<file path="src/rtl/force_wb_router_if.sv">
// force_wb_router_if
//   Bundles the force-writeback router's data-path signals.
//   master : upstream/test side (drives wb_in, wb_valid, net_ready)
//   slave  : router side
//   wb_in/wb_valid/wb_ready       force writeback packet handshake
//   local_wr_en/addr/data         home-cell force-cache write port
//   net_out/net_valid/net_ready   FWFT remote FIFO head toward the network injector
//   remote_idle                   no remote packets held or arriving
//   bad_id_err/overflow_err       sticky error flags
interface force_wb_router_if #(
    parameter int DATA_WIDTH        = 32,
    parameter int CELL_ID_WIDTH     = 3,
    parameter int PARTICLE_ID_WIDTH = 7,
    parameter int NODE_ID_WIDTH     = 5
);
    localparam int ID_WIDTH  = 3*CELL_ID_WIDTH + PARTICLE_ID_WIDTH;
    localparam int WB_WIDTH  = ID_WIDTH + 3*DATA_WIDTH;
    localparam int NET_WIDTH = NODE_ID_WIDTH + PARTICLE_ID_WIDTH + 3*DATA_WIDTH;

    logic [WB_WIDTH-1:0]          wb_in;
    logic                         wb_valid;
    logic                         wb_ready;
    logic                         local_wr_en;
    logic [PARTICLE_ID_WIDTH-1:0] local_wr_addr;
    logic [3*DATA_WIDTH-1:0]      local_wr_data;
    logic [NET_WIDTH-1:0]         net_out;
    logic                         net_valid;
    logic                         net_ready;
    logic                         remote_idle;
    logic                         bad_id_err;
    logic                         overflow_err;

    modport master (
        output wb_in, wb_valid, net_ready,
        input  wb_ready, local_wr_en, local_wr_addr, local_wr_data,
               net_out, net_valid, remote_idle, bad_id_err, overflow_err
    );

    modport slave (
        input  wb_in, wb_valid, net_ready,
        output wb_ready, local_wr_en, local_wr_addr, local_wr_data,
               net_out, net_valid, remote_idle, bad_id_err, overflow_err
    );
endinterface

</file>
<file path="src/rtl/force_wb_router.sv">
// force_wb_router
//   Sits behind the force distributor. Home-cell (2,2,2) writebacks go to the
//   local force-cache write port one cycle later; every other legal cell is
//   mapped to a ring node ID and queued in a FWFT FIFO for the network injector.
// Ports
//   clk, rst : clock, synchronous active-high reset
//   bus      : force_wb_router_if.slave (packet in, local write, network out,
//              ready/idle/error status)
// Optional feature: define FORCE_WB_ROUTER_STATS_EN to add
//   local_pkt_cnt[15:0], remote_pkt_cnt[15:0] (saturating packet counters) and
//   max_fifo_occ (peak FIFO occupancy). Core behaviour is unchanged.
module force_wb_router #(
    parameter int          DATA_WIDTH        = 32,
    parameter int          CELL_ID_WIDTH     = 3,
    parameter int          PARTICLE_ID_WIDTH = 7,
    parameter int          NODE_ID_WIDTH     = 5,
    parameter int          FIFO_DEPTH        = 16,
    parameter int          AFULL_MARGIN      = 2,
    parameter logic [8:0]  CELL_222          = 9'b010010010
) (
    input  logic                  clk,
    input  logic                  rst,
    force_wb_router_if.slave      bus
`ifdef FORCE_WB_ROUTER_STATS_EN
    ,
    output logic [15:0]                   local_pkt_cnt,
    output logic [15:0]                   remote_pkt_cnt,
    output logic [$clog2(FIFO_DEPTH):0]   max_fifo_occ
`endif
);
    localparam int CW        = CELL_ID_WIDTH;
    localparam int PW        = PARTICLE_ID_WIDTH;
    localparam int FW        = 3*DATA_WIDTH;
    localparam int NET_WIDTH = NODE_ID_WIDTH + PW + FW;
    localparam int AW        = $clog2(FIFO_DEPTH);
    localparam int CNTW      = AW + 1;

    // ---------------- decode ----------------
    logic [CW-1:0]          cx, cy, cz;
    logic [PW-1:0]          pid;
    logic [FW-1:0]          force_v;
    logic [NODE_ID_WIDTH-1:0] node_id;
    logic                   legal, is_home, local_hit, remote_hit, bad_hit;

    always_comb begin
        cx      = bus.wb_in[FW+PW+3*CW-1 -: CW];
        cy      = bus.wb_in[FW+PW+2*CW-1 -: CW];
        cz      = bus.wb_in[FW+PW+CW-1   -: CW];
        pid     = bus.wb_in[FW +: PW];
        force_v = bus.wb_in[FW-1:0];
        legal   = (cx != '0) && (cx < CW'(4)) &&
                  (cy != '0) && (cy < CW'(4)) &&
                  (cz != '0) && (cz < CW'(4));
        is_home = ({cx, cy, cz} == CELL_222);
        // Only meaningful for legal coordinates; illegal packets never use it.
        node_id = NODE_ID_WIDTH'((32'(cx) - 1) * 9 + (32'(cy) - 1) * 3 + (32'(cz) - 1));
        local_hit  = bus.wb_valid & legal & is_home;
        remote_hit = bus.wb_valid & legal & ~is_home;
        bad_hit    = bus.wb_valid & ~legal;
    end

    // ---------------- remote FIFO ----------------
    logic [NET_WIDTH-1:0] mem [FIFO_DEPTH];
    logic [AW-1:0]        wr_ptr, rd_ptr;
    logic [CNTW-1:0]      count, count_next;
    logic                 pop, do_push, ovf_hit;

    // A push while full is still accepted if the head leaves the same cycle:
    // wr_ptr == rd_ptr then, and the head is read combinationally before the
    // write lands at the clock edge.
    always_comb begin
        pop     = (count != '0) & bus.net_ready;
        do_push = remote_hit & ((count != CNTW'(FIFO_DEPTH)) | pop);
        ovf_hit = remote_hit & (count == CNTW'(FIFO_DEPTH)) & ~pop;
        count_next = count;
        case ({do_push, pop})
            2'b10:   count_next = count + 1'b1;
            2'b01:   count_next = count - 1'b1;
            default: count_next = count;
        endcase
    end

    always_ff @(posedge clk) begin
        if (do_push) mem[wr_ptr] <= {node_id, pid, force_v};
    end

    always_ff @(posedge clk) begin
        if (rst) begin
            wr_ptr           <= '0;
            rd_ptr           <= '0;
            count            <= '0;
            bus.wb_ready     <= 1'b1;
            bus.overflow_err <= 1'b0;
            bus.bad_id_err   <= 1'b0;
        end else begin
            if (do_push) wr_ptr <= wr_ptr + 1'b1;
            if (pop)     rd_ptr <= rd_ptr + 1'b1;
            count        <= count_next;
            // Registered ready: the margin absorbs packets already launched
            // against the previous cycle's ready.
            bus.wb_ready <= (count_next < CNTW'(FIFO_DEPTH - AFULL_MARGIN));
            if (ovf_hit) bus.overflow_err <= 1'b1;
            if (bad_hit) bus.bad_id_err   <= 1'b1;
        end
    end

    assign bus.net_valid   = (count != '0);
    assign bus.net_out     = mem[rd_ptr];
    assign bus.remote_idle = (count == '0) & ~remote_hit;

    // ---------------- local path ----------------
    always_ff @(posedge clk) begin
        if (rst) begin
            bus.local_wr_en   <= 1'b0;
            bus.local_wr_addr <= '0;
            bus.local_wr_data <= '0;
        end else begin
            bus.local_wr_en <= local_hit;
            if (local_hit) begin
                bus.local_wr_addr <= pid;
                bus.local_wr_data <= force_v;
            end
        end
    end

`ifdef FORCE_WB_ROUTER_STATS_EN
    always_ff @(posedge clk) begin
        if (rst) begin
            local_pkt_cnt  <= '0;
            remote_pkt_cnt <= '0;
            max_fifo_occ   <= '0;
        end else begin
            if (local_hit && local_pkt_cnt != 16'hFFFF)  local_pkt_cnt  <= local_pkt_cnt + 1'b1;
            if (do_push && remote_pkt_cnt != 16'hFFFF)   remote_pkt_cnt <= remote_pkt_cnt + 1'b1;
            if (count_next > max_fifo_occ)               max_fifo_occ   <= count_next;
        end
    end
`endif
endmodule

</file>
<file path="src/flat_wrapper.sv">
// flat-port wrapper written by rule: the top's interface ports become plain ports
module force_wb_router_flat 
#(
    parameter int          DATA_WIDTH        = 32,
    parameter int          CELL_ID_WIDTH     = 3,
    parameter int          PARTICLE_ID_WIDTH = 7,
    parameter int          NODE_ID_WIDTH     = 5,
    parameter int          FIFO_DEPTH        = 16,
    parameter int          AFULL_MARGIN      = 2,
    parameter logic [8:0]  CELL_222          = 9'b010010010
)
  (clk, rst, bus_wb_in, bus_wb_valid, bus_net_ready, bus_wb_ready, bus_local_wr_en, bus_local_wr_addr, bus_local_wr_data, bus_net_out, bus_net_valid, bus_remote_idle, bus_bad_id_err, bus_overflow_err);
  force_wb_router_if #(.DATA_WIDTH(DATA_WIDTH), .CELL_ID_WIDTH(CELL_ID_WIDTH), .PARTICLE_ID_WIDTH(PARTICLE_ID_WIDTH), .NODE_ID_WIDTH(NODE_ID_WIDTH)) bus_i ();
  input  logic clk;
  input  logic rst;
  input wire logic [$bits(bus_i.wb_in)-1:0] bus_wb_in;
  input wire logic [$bits(bus_i.wb_valid)-1:0] bus_wb_valid;
  input wire logic [$bits(bus_i.net_ready)-1:0] bus_net_ready;
  output wire logic [$bits(bus_i.wb_ready)-1:0] bus_wb_ready;
  output wire logic [$bits(bus_i.local_wr_en)-1:0] bus_local_wr_en;
  output wire logic [$bits(bus_i.local_wr_addr)-1:0] bus_local_wr_addr;
  output wire logic [$bits(bus_i.local_wr_data)-1:0] bus_local_wr_data;
  output wire logic [$bits(bus_i.net_out)-1:0] bus_net_out;
  output wire logic [$bits(bus_i.net_valid)-1:0] bus_net_valid;
  output wire logic [$bits(bus_i.remote_idle)-1:0] bus_remote_idle;
  output wire logic [$bits(bus_i.bad_id_err)-1:0] bus_bad_id_err;
  output wire logic [$bits(bus_i.overflow_err)-1:0] bus_overflow_err;
  assign bus_i.wb_in = bus_wb_in;
  assign bus_i.wb_valid = bus_wb_valid;
  assign bus_i.net_ready = bus_net_ready;
  assign bus_wb_ready = bus_i.wb_ready;
  assign bus_local_wr_en = bus_i.local_wr_en;
  assign bus_local_wr_addr = bus_i.local_wr_addr;
  assign bus_local_wr_data = bus_i.local_wr_data;
  assign bus_net_out = bus_i.net_out;
  assign bus_net_valid = bus_i.net_valid;
  assign bus_remote_idle = bus_i.remote_idle;
  assign bus_bad_id_err = bus_i.bad_id_err;
  assign bus_overflow_err = bus_i.overflow_err;
  force_wb_router #(.DATA_WIDTH(DATA_WIDTH), .CELL_ID_WIDTH(CELL_ID_WIDTH), .PARTICLE_ID_WIDTH(PARTICLE_ID_WIDTH), .NODE_ID_WIDTH(NODE_ID_WIDTH), .FIFO_DEPTH(FIFO_DEPTH), .AFULL_MARGIN(AFULL_MARGIN), .CELL_222(CELL_222)) u_core (.clk(clk), .rst(rst), .bus(bus_i));
endmodule
</file>
<file path="config.mk">
export PLATFORM = sky130hd
export DESIGN_NAME = force_wb_router_flat
export DESIGN_NICKNAME = d
export VERILOG_FILES = /design/src/rtl/force_wb_router_if.sv /design/src/rtl/force_wb_router.sv /design/src/flat_wrapper.sv
export SDC_FILE = /design/constraint.sdc
export NUM_CORES = 1
export LEC_CHECK = 0
export ABC_AREA = 1
export CORE_UTILIZATION = 25
export CTS_CLUSTER_DIAMETER = 60
export DETAILED_ROUTE_END_ITERATION = 12
export HOLD_SLACK_MARGIN = 0.08
export SLEW_MARGIN = 10
export SYNTH_ARGS = -nofsm -noshare
export SYNTH_HDL_FRONTEND = slang
export SYNTH_SLANG_ARGS = --single-unit
</file>
<file path="constraint.sdc">
create_clock -name clk -period 10 [get_ports clk]
set_clock_uncertainty 0.1 [all_clocks]
set_input_delay 1 -clock clk [delete_from_list [all_inputs] [get_ports clk]]
set_output_delay 1 -clock clk [all_outputs]
set_load 0.03 [all_outputs]
</file>
==> impl_summary.md <==
Clocking
TritonCTS built the clock tree. The number of sinks driven by the clock tree is 1852. The count of hold-fix buffers inserted at cts is 0. The maximum number of buffers from clock root to sink is 4. Post-CTS repair changed the size of 0 cells. The tree is rooted in a sky130_fd_sc_hd__clkbuf_16.

The H-tree generated during clock tree synthesis spans 4 levels. Clock latency on the worst-skew pair, taken at its later pin, is 0.88 ns. The number of buffers inserted during clock tree synthesis is 211.

The clock slew at the register clock pins of the worst setup and hold paths is 0.06 ns. In this run the post-CTS setup repair buffer count came out at 0.

Timing
The tightest hold path in the finished design has a slack of 0.361 ns. The final worst-path cycle share is 0.643. For the final routed database, the setup TNS stands at 0 ns. The shortest clock period the worst path allows after layout is 6.43 ns. Setup repair after global routing left no endpoint under its margin.

Setup violations remaining at the end of the flow were counted as 0. The timing-limited maximum frequency is 155 MHz. The normalized max-slew margin is 0.191. The transition time at the pin with the least slew margin is 1.21 ns. The hold violation total from the final report was 0. The total count of max-transition violations in the final report was 0.

Global route
The number of antenna violations at the first check in global routing was 20. The number of global-route vias before repair is 44900. After global routing the overflow that remains totals 0. The global-route wire length before repair is 299 mm. Entering global routing, the biggest net connects 248 pins. The total routing usage reported by global routing is 0.139.

Logic synthesis
Synthesis produced 5251 cells. The Yosys warning count is 0. In this run the mean area of a mapped cell was 13.6 µm². Sorting the synthesized cells by area gives the leading types as sky130_fd_sc_hd__edfxtp_1, sky130_fd_sc_hd__o21ai_0, sky130_fd_sc_hd__nor2_1. The most frequent cell after synthesis is sky130_fd_sc_hd__edfxtp_1. Sorting the synthesized cells by how often they occur yields sky130_fd_sc_hd__edfxtp_1, sky130_fd_sc_hd__nor2_1, sky130_fd_sc_hd__o21ai_0. The share of synthesized area in the top cell type comes to 0.725. The net count after synthesis is 5400. The number of enable-type register cells in the synthesized netlist is 1728. The number of different library cells used by synthesis comes to 31. The mapped netlist covers 71500 µm². The async set-reset flop share out of synthesis is 0. The most used flip-flop cell after synthesis is sky130_fd_sc_hd__edfxtp_1. Of the synthesized area, sequential elements account for 0.760. The synthesized design spends more area on one cell type than any other, namely sky130_fd_sc_hd__edfxtp_1. The flip-flop and latch count after synthesis is 1852.

Final layout
The number of nets in the layout is 5617. After routing the design area is 85300 µm². The final instance count without filler cells is 9410. The growth of design area from synthesis to finish is 19.3%. The share of layout cells above drive strength 1 is 0.0725.

Critical path
The critical path is of the reg -> out type. The signal on the critical path passes through buf_4, buf_4, o21ai_0, o221ai_1, nand3_1, nand2_1, clkdlybuf4s50_1. The number of buffers and inverters on the critical path is 3.

The library cell appearing most often on the critical path is sky130_fd_sc_hd__buf_4. The kind of cell with the highest combined delay on the critical path is buffers and inverters. The beginning of the worst register-to-register path is u_core.count[0]$_SDFFE_PP0N_. For this design, the slowest cell found on the critical path is sky130_fd_sc_hd__dfxtp_4. The maximum net fanout on the critical path is 86. The worst setup path is launched from a flop.

STA puts the critical path data required time at 8.90 ns. On the worst path, the slowest cell contributes a delay of 0.87 ns. For the worst setup path, the data arrival time is 5.33 ns. The critical path capture point type is a primary output.

Drt
The initial detailed-routing violation count is 4357. Dividing the detail-routed via count by the number of cells gives 4.80. In the final routed layout, each cell accounts on average for 22.0 µm.

The detail route stage leaves a number of antenna-violating nets equal to 0. The routed layout has 45200 vias. The count of unresolved DRC violations after routing is 0. The routed wire length is 207 mm. For this run, the detailed router's first-pass iteration total came to 5.

Floorplan
The horizontal extent of the die is 537 µm. The core area is 285000 µm². In this run the count of I/O pins placed on the die edge is 333. The die covers 288000 µm². After floorplanning, the core was divided into 196 placement rows. The height of the die is 537 µm.

For this configuration, the core starts out at a cell density of 0.251.

Flow run
The count of max-cap constraint violations is 0.

Placed design
The total placed cells including tap cells is 9017. The congestion estimate from routability-driven global placement came to 0.751. Input and output buffers added on the ports amount to 332. The half-perimeter wire length after placement is 108 mm. The cell area after placement is 78600 µm².

Min path
The startpoint identified for the worst hold timing path is u_core.bus.overflow_err$_SDFFE_PP0P_. The path category of the worst min-delay check is reg -> reg.

Pwr
The portion of total power attributed to sequential cells is 0.415. Of the total power, the share spent switching nets is 0.316. The analysis attributes to net switching a power of 0.00658 W. In this run the static leakage power is 26.6 nW. The clock network power share is 0.357.

The power share of the combinational group is 0.228. For this design the ratio of total power to cell area is 244 nW/µm². The worst-case IR drop observed on VDD is 0.181 mV. The internal cell power is 0.0143 W.

Status
The run finished with clean final reports.
==> final timing paths <==
path / cells after the start / endpoint / slack (ns)
setup reg to reg: 7 / u_core.mem[6][92]$_DFFE_PP_ / 5.96
hold reg to reg: 2 / u_core.bus.overflow_err$_SDFFE_PP0P_ / 0.36
hold / removal: 2 / u_core.bus.overflow_err$_SDFFE_PP0P_ / 0.36
setup / recovery: 7 / bus_net_out[63] / 3.57
==> stage by stage <==
step	power, W	setup slack [ns]	utilization
2_1_floorplan	0.0119	2.68	-
3_3_place_gp	0.0135	4.03	0.276
3_5_place_dp	0.0136	4.03	0.276
4_1_cts	0.0211	3.50	0.299
5_1_grt	0.0218	3.33	0.299
6_report	0.0209	3.57	0.299
==> power groups by stage <==
stage	registers [W]	clock network, W	logic [W]
after detailed placement	0.00883	0	0.00480
after global routing	0.00867	0.00792	0.00521
final	0.00866	0.00744	0.00475
after global placement	0.00883	0	0.00469
after CTS	0.00867	0.00761	0.00482
after floorplan	0.00875	0	0.00311
==> cell usage in the layout (no fill, tap or decap), types with 11 or more instances in the layout <==
cell type                         Yosys  layout
sky130_fd_sc_hd__nand2_1            154     153
sky130_fd_sc_hd__nor2_1            1107    1091
sky130_fd_sc_hd__buf_4               16      55
sky130_fd_sc_hd__edfxtp_1          1728    1728
sky130_fd_sc_hd__clkbuf_1           267      43
sky130_fd_sc_hd__a21oi_1             12      12
sky130_fd_sc_hd__clkbuf_16            0     213
sky130_fd_sc_hd__o21ai_0            974     973
sky130_fd_sc_hd__clkdlybuf4s50_1      0     332
sky130_fd_sc_hd__ha_1                27      27
sky130_fd_sc_hd__o22ai_1             97      97
sky130_fd_sc_hd__dfxtp_1            124     120
sky130_fd_sc_hd__inv_1               39      37
sky130_fd_sc_hd__clkinv_1             0      30
sky130_fd_sc_hd__bufinv_16            0      11
sky130_fd_sc_hd__o211ai_1            97      97
sky130_fd_sc_hd__nor2_4               0      16
sky130_fd_sc_hd__nand3_1            129     129
sky130_fd_sc_hd__clkinv_2             1      38
sky130_fd_sc_hd__o221ai_1           335     335
sky130_fd_sc_hd__inv_6                0      16
==> state kept, by name (all words and copies together), names as in the netlist, named ones only <==
signal / count
u_core.bus.bad_id_err: 1
u_core.mem: 1728
u_core.count: 5
u_core.bus.wb_ready: 1
u_core.bus.local_wr_data: 96
u_core.bus.local_wr_addr: 7
u_core.rd_ptr: 4
u_core.wr_ptr: 4
u_core.bus.local_wr_en: 1
u_core.bus.overflow_err: 1
==> worst register-to-register path: cells and delay by family, from the launching register on <==
family                 cells  cell delay [ns]
and+or+nand+nor            6             2.04
buffers and inverters      1             0.87
DFF                        1             0.43
==> cell families after synthesis <==
kind of cell | count (synthesis) | share of synthesized area
flops | 1852 | 0.760
compound gates | 1516 | 0.129
simple gates | 1401 | 0.0762
buf+inv | 436 | 0.0270
fa+ha+maj | 33 | 0.00640
xor+xnor | 12 | 0.00147
mux | 1 | 0.000140
==> layout make-up <==
class / instances / area (µm²)
diodes: 9 / 22.5
inverters: 43 / 208
clock buffers: 265 / 5620
fillers: 28200 / 200000
clock inverters: 119 / 1080
well taps: 3762 / 4710
repair buffers: 397 / 3940
multi-input cells: 2963 / 15400
flip-flops and latches: 1852 / 54400
==> metal layers <==
metal / GRT usage / vias up / wire (µm)
met2: 0.240 / 1634 / 101000
met4: 0.0398 / 4 / 5010
met5: 0 / - / 27
met1: 0.177 / 22900 / 86100
li1: - / 20300 / -
met3: 0.0242 / 333 / 14200
(Power assumes the default switching activity.)
